--- config.mk ---
export PLATFORM = sky130hd
export DESIGN_NAME = gpio_pixel_packer_flat
export DESIGN_NICKNAME = d
export VERILOG_FILES = /design/src/rtl/gpio_pixel_packer_if.sv /design/src/rtl/gpio_pixel_packer.sv /design/src/flat_wrapper.sv
export SDC_FILE = /design/constraint.sdc
export NUM_CORES = 1
export LEC_CHECK = 0
export BUFFER_PORTS_ARGS = -buffer_cell sky130_fd_sc_hd__buf_2
export CAP_MARGIN = 10
export CELL_PAD_IN_SITES_DETAIL_PLACEMENT = 1
export CELL_PAD_IN_SITES_GLOBAL_PLACEMENT = 2
export CORE_MARGIN = 10
export CORE_UTILIZATION = 25
export CTS_CLUSTER_SIZE = 14
export DETAILED_ROUTE_END_ITERATION = 7
export GPL_TIMING_DRIVEN = 0
export PLACE_DENSITY_LB_ADDON = 0.1
export SYNTH_ARGS = -nofsm -noshare
export SYNTH_HDL_FRONTEND = slang
export SYNTH_SLANG_ARGS = --single-unit
export TNS_END_PERCENT = 5
--- constraint.sdc ---
create_clock -name clk -period 6.65 [get_ports clk]
set_input_delay 0 -clock clk [delete_from_list [all_inputs] [get_ports clk]]
set_output_delay 0 -clock clk [all_outputs]
set_load 0.05 [all_outputs]
--- src/rtl/gpio_pixel_packer_if.sv ---
// gpio_pixel_packer_if: GPIO store-port inputs and RGB pixel stream of gpio_pixel_packer.
//   gpio/gpio_en_r/g/b/gpio_en : sample word, per-channel strobes, frame-end marker
//   pix_valid/pix_ready/pix_data/pix_last : pixel stream, pix_data = {R, G, B}
//   busy/overflow : emitting status, sticky drop flag
//   master = producer/sink side, slave = packer side
interface gpio_pixel_packer_if #(
    parameter int W        = 128,
    parameter int SAMPLE_W = 8
);
    logic [W-1:0]          gpio;
    logic                  gpio_en_r;
    logic                  gpio_en_g;
    logic                  gpio_en_b;
    logic                  gpio_en;
    logic                  pix_valid;
    logic                  pix_ready;
    logic [3*SAMPLE_W-1:0] pix_data;
    logic                  pix_last;
    logic                  busy;
    logic                  overflow;
    modport master (
        output gpio, gpio_en_r, gpio_en_g, gpio_en_b, gpio_en, pix_ready,
        input  pix_valid, pix_data, pix_last, busy, overflow
    );
    modport slave (
        input  gpio, gpio_en_r, gpio_en_g, gpio_en_b, gpio_en, pix_ready,
        output pix_valid, pix_data, pix_last, busy, overflow
    );
endinterface

--- src/rtl/gpio_pixel_packer.sv ---
// gpio_pixel_packer: collects R, G, B GPIO words and emits LANES packed {R,G,B} pixels on a valid/ready stream.
//   clk, rst : clock, synchronous active-high reset
//   io_bus   : gpio_pixel_packer_if.slave (GPIO strobes in, pixel stream and status out)
//   GPIO_PIXEL_PACKER_DBUF_EN : adds a shadow bank so groups can be collected while emitting
module gpio_pixel_packer #(
    parameter int LANES    = 16,
    parameter int SAMPLE_W = 8
) (
    input logic                clk,
    input logic                rst,
    gpio_pixel_packer_if.slave io_bus
);
    localparam int W  = LANES * SAMPLE_W;
    localparam int IW = $clog2(LANES);
    localparam logic [IW-1:0] LAST = IW'(LANES - 1);
    typedef enum logic {COLLECT, EMIT} state_t;
    state_t        r_state, w_state_nxt;
    logic [IW-1:0] r_idx;
    logic          r_overflow;
    logic [2:0]    w_stb;
    logic          w_hs, w_fin, w_wr, w_drop, w_done, w_elp;
    logic [W-1:0]  w_er, w_eg, w_eb;
    assign w_stb = {io_bus.gpio_en_b, io_bus.gpio_en_g, io_bus.gpio_en_r};
    assign w_hs  = (r_state == EMIT) && io_bus.pix_ready;
    assign w_fin = w_hs && (r_idx == LAST);
`ifdef GPIO_PIXEL_PACKER_DBUF_EN
    // r_act is the bank being collected in COLLECT or emitted in EMIT; ~r_act is the shadow
    logic [W-1:0] r_r [2];
    logic [W-1:0] r_g [2];
    logic [W-1:0] r_b [2];
    logic [2:0]   r_have [2];
    logic [2:0]   w_have_nxt [2];
    logic [1:0]   r_lp, w_lp_nxt;
    logic         r_act, w_act_nxt, w_swap, w_wb;
    always_comb begin
        w_swap    = w_fin && (&r_have[~r_act]);
        // after a swap the old emitting bank is the one collecting, so same-cycle strobes go there
        w_wb      = (r_state == COLLECT || w_swap) ? r_act : ~r_act;
        w_drop    = (r_state == EMIT) && !w_swap && (&r_have[~r_act]) && (|w_stb);
        w_wr      = !w_drop;
        w_act_nxt = w_fin ? ~r_act : r_act;
        for (int k = 0; k < 2; k++) begin
            w_have_nxt[k] = ((w_fin && 1'(k) == r_act) ? 3'b000 : r_have[k])
                          | ((w_wr && 1'(k) == w_wb) ? w_stb : 3'b000);
            w_lp_nxt[k]   = (!(w_fin && 1'(k) == r_act) && r_lp[k])
                          || (1'(k) == w_wb && io_bus.gpio_en);
        end
        w_done = &w_have_nxt[w_act_nxt];
        w_er   = r_r[r_act];
        w_eg   = r_g[r_act];
        w_eb   = r_b[r_act];
        w_elp  = r_lp[r_act];
    end
    always_ff @(posedge clk) begin
        r_act <= rst ? 1'b0 : w_act_nxt;
        r_lp  <= rst ? 2'b00 : w_lp_nxt;
        for (int k = 0; k < 2; k++) r_have[k] <= rst ? 3'b000 : w_have_nxt[k];
        if (w_wr && w_stb[0]) r_r[w_wb] <= io_bus.gpio;
        if (w_wr && w_stb[1]) r_g[w_wb] <= io_bus.gpio;
        if (w_wr && w_stb[2]) r_b[w_wb] <= io_bus.gpio;
    end
`else
    logic [W-1:0] r_r, r_g, r_b;
    logic [2:0]   r_have, w_have_nxt;
    logic         r_lp, w_lp_nxt;
    always_comb begin
        w_wr       = (r_state == COLLECT);
        w_drop     = (r_state == EMIT) && ((|w_stb) || io_bus.gpio_en);
        w_have_nxt = (w_fin ? 3'b000 : r_have) | (w_wr ? w_stb : 3'b000);
        w_lp_nxt   = (!w_fin && r_lp) || (w_wr && io_bus.gpio_en);
        w_done     = &w_have_nxt;
        w_er       = r_r;
        w_eg       = r_g;
        w_eb       = r_b;
        w_elp      = r_lp;
    end
    always_ff @(posedge clk) begin
        r_have <= rst ? 3'b000 : w_have_nxt;
        r_lp   <= rst ? 1'b0 : w_lp_nxt;
        if (w_wr && w_stb[0]) r_r <= io_bus.gpio;
        if (w_wr && w_stb[1]) r_g <= io_bus.gpio;
        if (w_wr && w_stb[2]) r_b <= io_bus.gpio;
    end
`endif
    // stay in EMIT until the last pixel; then (re)enter EMIT only if the next collecting bank is full
    always_comb begin
        w_state_nxt = ((r_state == EMIT && !w_fin) || w_done) ? EMIT : COLLECT;
    end
    always_ff @(posedge clk) begin
        r_state    <= rst ? COLLECT : w_state_nxt;
        r_idx      <= rst ? '0 : (w_hs ? r_idx + 1'b1 : r_idx);
        r_overflow <= !rst && (r_overflow || w_drop);
    end
    assign io_bus.pix_valid = (r_state == EMIT);
    assign io_bus.busy      = (r_state == EMIT);
    assign io_bus.overflow  = r_overflow;
    assign io_bus.pix_last  = (r_state == EMIT) && w_elp && (r_idx == LAST);
    assign io_bus.pix_data  = (r_state == EMIT)
        ? {w_er[r_idx*SAMPLE_W +: SAMPLE_W], w_eg[r_idx*SAMPLE_W +: SAMPLE_W], w_eb[r_idx*SAMPLE_W +: SAMPLE_W]}
        : '0;
endmodule

--- src/flat_wrapper.sv ---
// flat-port wrapper written by rule: the top's interface ports become plain ports
module gpio_pixel_packer_flat 
#(
    parameter int LANES    = 16,
    parameter int SAMPLE_W = 8
)
  (clk, rst, io_bus_gpio, io_bus_gpio_en_r, io_bus_gpio_en_g, io_bus_gpio_en_b, io_bus_gpio_en, io_bus_pix_ready, io_bus_pix_valid, io_bus_pix_data, io_bus_pix_last, io_bus_busy, io_bus_overflow);
  gpio_pixel_packer_if #(.SAMPLE_W(SAMPLE_W)) io_bus_i ();
  input logic clk;
  input logic rst;
  input wire logic [$bits(io_bus_i.gpio)-1:0] io_bus_gpio;
  input wire logic [$bits(io_bus_i.gpio_en_r)-1:0] io_bus_gpio_en_r;
  input wire logic [$bits(io_bus_i.gpio_en_g)-1:0] io_bus_gpio_en_g;
  input wire logic [$bits(io_bus_i.gpio_en_b)-1:0] io_bus_gpio_en_b;
  input wire logic [$bits(io_bus_i.gpio_en)-1:0] io_bus_gpio_en;
  input wire logic [$bits(io_bus_i.pix_ready)-1:0] io_bus_pix_ready;
  output wire logic [$bits(io_bus_i.pix_valid)-1:0] io_bus_pix_valid;
  output wire logic [$bits(io_bus_i.pix_data)-1:0] io_bus_pix_data;
  output wire logic [$bits(io_bus_i.pix_last)-1:0] io_bus_pix_last;
  output wire logic [$bits(io_bus_i.busy)-1:0] io_bus_busy;
  output wire logic [$bits(io_bus_i.overflow)-1:0] io_bus_overflow;
  assign io_bus_i.gpio = io_bus_gpio;
  assign io_bus_i.gpio_en_r = io_bus_gpio_en_r;
  assign io_bus_i.gpio_en_g = io_bus_gpio_en_g;
  assign io_bus_i.gpio_en_b = io_bus_gpio_en_b;
  assign io_bus_i.gpio_en = io_bus_gpio_en;
  assign io_bus_i.pix_ready = io_bus_pix_ready;
  assign io_bus_pix_valid = io_bus_i.pix_valid;
  assign io_bus_pix_data = io_bus_i.pix_data;
  assign io_bus_pix_last = io_bus_i.pix_last;
  assign io_bus_busy = io_bus_i.busy;
  assign io_bus_overflow = io_bus_i.overflow;
  gpio_pixel_packer #(.LANES(LANES), .SAMPLE_W(SAMPLE_W)) u_core (.clk(clk), .rst(rst), .io_bus(io_bus_i));
endmodule
== Word level (Yosys, flattened, before mapping) ==
Cells that the tools add are included.

* Register bits after elaboration: 394
* Input bits: 135
* Output and inout port bits: 28
* Word-level logic and storage cells: 39

* Add/sub/neg operators: 1
* Eq/ne operators: 1
* Shift operators: 3
* Multiplexer cells: 4
* Bitwise logic cells: 2
* Reductions and logical operators: 20

{| class="wikitable"
|+ Operator list
! cell !! count
|-
| $shiftx A128 B8 Y8 || 3
|-
| $mux W24 || 1
|-
| $logic_and A1 B1 Y1 || 12
|-
| $mux W3 || 2
|-
| $add A4 B1 Y4 const B || 1
|-
| $eq A4 B4 Y1 const B || 1
|-
| $logic_or A1 B1 Y1 || 4
|-
| $or A3 B3 Y3 || 1
|-
| $reduce_and A3 Y1 || 1
|-
| $reduce_or A3 Y1 || 1
|-
| $logic_not A1 Y1 || 2
|-
| $mux W1 || 1
|-
| $not A1 Y1 || 1
|}

== Depth between registers and ports, before layout ==
* Depth after elaboration: 7
* Gate-level depth with buffers: 6
* Depth with buffers taken out: 4

== Least setup slack after synthesis ==
OpenSTA, ideal clock, no wires.

* Kind: reg-to-reg
* Start: register u_core.r_state (netlist: u_core.io_bus.busy)
* End: register u_core.r_state (netlist: u_core.io_bus.busy)
* Library setup time: 0.060 ns
* Data arrival time: 7.370 ns
* Data required time: 6.590 ns
* Slack: -0.780 ns
* Cell stages (with the launch flop): 6
* Buffers on the path: 1
* Period minus slack after synthesis: 7.430 ns
* Cell sequence: dfxtp_1 > buf_4 > nor2b_1 > o22ai_1 > o21bai_1 > and3b_1

* Word-level cells in the longest chain between the ends: 7
* Elaborated cells between the ends (all ways): 10
* Those cells by class: mux (3); bitwise (1); reduce/logical (6)

{| class="wikitable"
|+ RTL lines
! what !! line !! source
|-
| start, declared || gpio_pixel_packer.sv:17 || <nowiki>state_t r_state, w_state_nxt;</nowiki>
|-
| start signal, assigned || gpio_pixel_packer.sv:90 || <nowiki>r_state <= rst ? COLLECT : w_state_nxt;</nowiki>
|-
| $logic_and A1 B1 Y1 || gpio_pixel_packer.sv:24 || <nowiki>assign w_hs = (r_state == EMIT) && io_bus.pix_ready;</nowiki>
|-
| $logic_and A1 B1 Y1 || gpio_pixel_packer.sv:25 || <nowiki>assign w_fin = w_hs && (r_idx == LAST);</nowiki>
|-
| $mux W3 || gpio_pixel_packer.sv:69 || <nowiki>w_have_nxt = (w_fin ? 3'b000 : r_have) | (w_wr ? w_stb : 3'b000);</nowiki>
|-
| $or A3 B3 Y3 || gpio_pixel_packer.sv:69 ||
|-
| $reduce_and A3 Y1 || gpio_pixel_packer.sv:71 || <nowiki>w_done = &w_have_nxt;</nowiki>
|-
| $logic_or A1 B1 Y1 * || gpio_pixel_packer.sv:87 || <nowiki>w_state_nxt = ((r_state == EMIT && !w_fin) || w_done) ? EMIT : COLLECT;</nowiki>
|-
| $mux W1 * || gpio_pixel_packer.sv:87 ||
|}

Mark *: on every way between the ends. The rest lies on a longest branch, timed or not.
A chain may end at the register's enable or synchronous reset.

== Worst setup path in the final report ==
* Start: register u_core.r_idx[2]
* End: output port io_bus_pix_data[16]

* Word-level cells in the longest chain between the ends: 2

{| class="wikitable"
|+ RTL lines
! what !! line !! source
|-
| start, declared || gpio_pixel_packer.sv:18 || <nowiki>logic [IW-1:0] r_idx;</nowiki>
|-
| start signal, assigned || gpio_pixel_packer.sv:91 || <nowiki>r_idx <= rst ? '0 : (w_hs ? r_idx + 1'b1 : r_idx);</nowiki>
|-
| $shiftx A128 B8 Y8 || gpio_pixel_packer.sv:99 || <nowiki>? {w_er[r_idx*SAMPLE_W +: SAMPLE_W], w_eg[r_idx*SAMPLE_W +: SAMPLE_W], w_eb[r_idx*SAMPLE_W +: SAMPLE_W]}</nowiki>
|-
| $mux W24 || gpio_pixel_packer.sv:99 ||
|-
| end, declared || flat_wrapper.sv:18 || <nowiki>output wire logic [$bits(io_bus_i.pix_data)-1:0] io_bus_pix_data;</nowiki>
|}

Every way passes these cells.

==> flow_summary.ini <==
[run_status]
outcome = complete, no violations

[grt]
grt_first_pass_wirelength_mm = 67.9
grt_usage = 0.133
gr-total-overflow = 0
grt_max_degree = 32
grt_pass1_vias = 9399
antenna_found_initial = 4

[yosys]
synth_area_per_cell_um2 = 20.9
async_reset_ff_frac = 0
synth_area_leaders = edfxtp_1 76%, mux2_2 7.1%, mux4_2 4.6%
yosys.area.top_type = edfxtp_1
ys.flop_type = edfxtp_1
yosysUniqueCellTypes = 36
synth-edff-count = 384
syn-num-nets = 862
synth-seq-area-share = 0.773
yosys-top-cells-count = 384 x edfxtp_1, 96 x mux2_2, 49 x o22ai_1, 31 x mux4_2
synth_most_common_cell = edfxtp_1
synth-seq-cells = 394
synth_cells = 726
ys_warn_count = 0
synth.top_cell.area_share = 0.759
syn_area_mm2 = 0.0152

[sta]
rsz0062_at_grt = false
whs_ns = 0.0472
final-setup-viol-count = 0
worstMarginPinSlew_ns = 1.03
worst_slack_ns = 3.28
finClkSkew_ns = 0.0122
slew_headroom = 0.313
slew_viol_final = 0
finalCriticalPeriod_ns = 3.37
period_share = 0.507
max_clock_freq_mhz = 296
hold_violations = 0

[setup_path]
slowest_delay_ns = 0.78
critPathCaptureType = output port
critPathLaunchType = flip-flop
crit_fanout = 10
worstPathRequired_ns = 6.65
crit_arrival_ns = 3.37
reg2reg_slack_ns = 4.32
slowest_stage = clkbuf_1
critical_path_class = flip-flop to output port
r2r_cells = 6
r2r-start = u_core.io_bus.busy$_SDFF_PP0_
worstPathCellList = buf_6 > clkbuf_1 > mux4_2 > a22oi_1 > o31ai_1 > buf_2
rr_endpoint = u_core.r_r[37]$_DFFE_PP_

[clocking]
cts-root-buf = clkbuf_16
cts.reportedPaths.clkPinSlew_ns = 0.06
clk_latency_ns = 0.58
cts_tree = yes
numClockSinks = 394
cts_hold_buf = 135
cts_buffers = 47
htree_levels = 2
clock_path_buffers = 3
postCtsResizedCells = 0
post-cts-setup-buffers = 0

[placement]
io_buffer_count = 161
dp_hpwl_mm = 33.2
gp_congestion = 0.701
dp_slack_ns = 3.92
placedCellCount = 1683
dpl_cell_area_mm2 = 0.0173

[detailed_routing]
drt-wirelength-per-cell_um = 24.9
via_per_inst = 4.38
num_vias = 8338
dr.pass1.iters = 5
ant_nets = 0
first_iter_violations = 492
drcViolationCount = 0
routed_wl_mm = 47.4

[hold_path]
hold_start = io_bus_pix_ready
holdPathEnd = u_core.r_idx[0]$_SDFFE_PP0P_
min_path_type = input pin to flip-flop
min_delay_path_depth = 5

[flow_run]
drv_cap = 0

[final_layout]
area_growth_pct = 32.5
drive_gt1_frac = 0.360
final_cells = 1905
finalNetCount = 1221
fin_area_mm2 = 0.0201
nFillCells = 6050

[power]
power_frac_seq = 0.495
pwr_density_cell_mw_per_mm2 = 300
clock_power_share = 0.411
pwr-share-comb = 0.094
p_leak_nw = 6.98
total_power_w = 0.00604
ir_drop_mv = 0.163
switching_share = 0.229
p_int_w = 0.00466
p_switching_w = 0.00138

[floorplanning]
initial_core_util = 0.252
dieArea_mm2 = 0.0710
rows = 90
die_w_um = 266
io_pins = 163
fp.dieH_um = 266
core_mm2 = 0.0602
==> cells in the final DEF (no fill, tap or decap), drive strengths merged, types with 4 or more instances in the layout <==
| cell | instances |
|---|---|
| buf | 209 |
| mux2 | 96 |
| mux4 | 47 |
| a21oi | 5 |
| o31ai | 23 |
| dfxtp | 10 |
| o22ai | 49 |
| nor2 | 13 |
| edfxtp | 384 |
| clkinv | 15 |
| dlygate4sd3 | 135 |
| a22oi | 23 |
| nor2b | 4 |
| clkbuf | 74 |
==> power by group through the flow <==
stage	Sequential [W]	Clock, W	Combinational [W]
final	0.00299	0.00248	0.000567
after global routing	0.00301	0.00267	0.000616
after CTS	0.00299	0.00258	0.000587
after detailed placement	0.00304	0	0.000522
after global placement	0.00309	0	0.000479
after floorplan	0.00306	0	0.000267
==> logic make-up after synthesis <==
logic type | count (synthesis) | share of synthesized area
XOR/XNOR | 3 | 0.00173
AND/OR/NAND/NOR | 35 | 0.0120
buffers and inverters | 45 | 0.0206
multiplexers | 146 | 0.147
flip-flops | 394 | 0.773
AO/OA/AOI/OAI | 102 | 0.0454
adder cells (fa/ha/maj) | 1 | 0.000824
==> worst max path at each step <==
stage	start	to	slack, ns	cells after the start
floorplan	u_core.io_bus.busy$_SDFF_PP0_	u_core.r_g[0]$_DFFE_PP_	-0.43	2
global route	u_core.r_idx[2]$_SDFFE_PP0P_	io_bus_pix_data[8]	3.22	6
global placement	u_core.io_bus.busy$_SDFF_PP0_	u_core.r_g[101]$_DFFE_PP_	-4.26	2
detailed placement	u_core.r_idx[2]$_SDFFE_PP0P_	io_bus_pix_data[16]	3.92	6
finish	u_core.r_idx[2]$_SDFFE_PP0P_	io_bus_pix_data[16]	3.28	6
CTS	u_core.r_idx[2]$_SDFFE_PP0P_	io_bus_pix_data[16]	3.27	6
==> layout make-up <==
| type | instances | area (um^2) | area share |
|---|---|---|---|
| antenna | 1 | 2.50 | 0.000124 |
| buffer | 45 | 313 | 0.0156 |
| clock buffer | 65 | 1290 | 0.0643 |
| clock inverter | 21 | 180 | 0.00896 |
| multi-input combinational | 287 | 3160 | 0.157 |
| sequential | 394 | 11700 | 0.583 |
| tap | 782 | 978 | 0.0486 |
| timing repair buffer | 310 | 2450 | 0.122 |
==> critical path: cells and delay by family, from the launching register on <==
kind | cells | cell delay [ns]
buf+inv | 3 | 1.24
flops | 1 | 0.36
compound gates | 2 | 0.75
mux | 1 | 0.44
==> stage by stage <==
stage,TNS (ns),util
6_report,0,0.334
5_1_grt,0,0.334
4_1_cts,0,0.334
3_5_place_dp,0,0.287
3_3_place_gp,-546.99,0.282
2_1_floorplan,-54.48,-
==> flip-flops by register name, indices dropped and copies added, names as in the netlist <==
register                flops
u_core.r_g                128
u_core.io_bus.busy          1
u_core.io_bus.overflow      1
u_core.r_r                128
u_core.r_idx                4
u_core.r_have               3
u_core.r_lp                 1
u_core.r_b                128
==> per-layer routing <==
metal / GRT usage / share of wire
met1: 0.174 / 0.45
met2: 0.221 / 0.48
met3: 0.0268 / 0.043
met4: 0.0386 / 0.021
met5: 0 / 0.00086
Power figures use the tool's default switching activity.
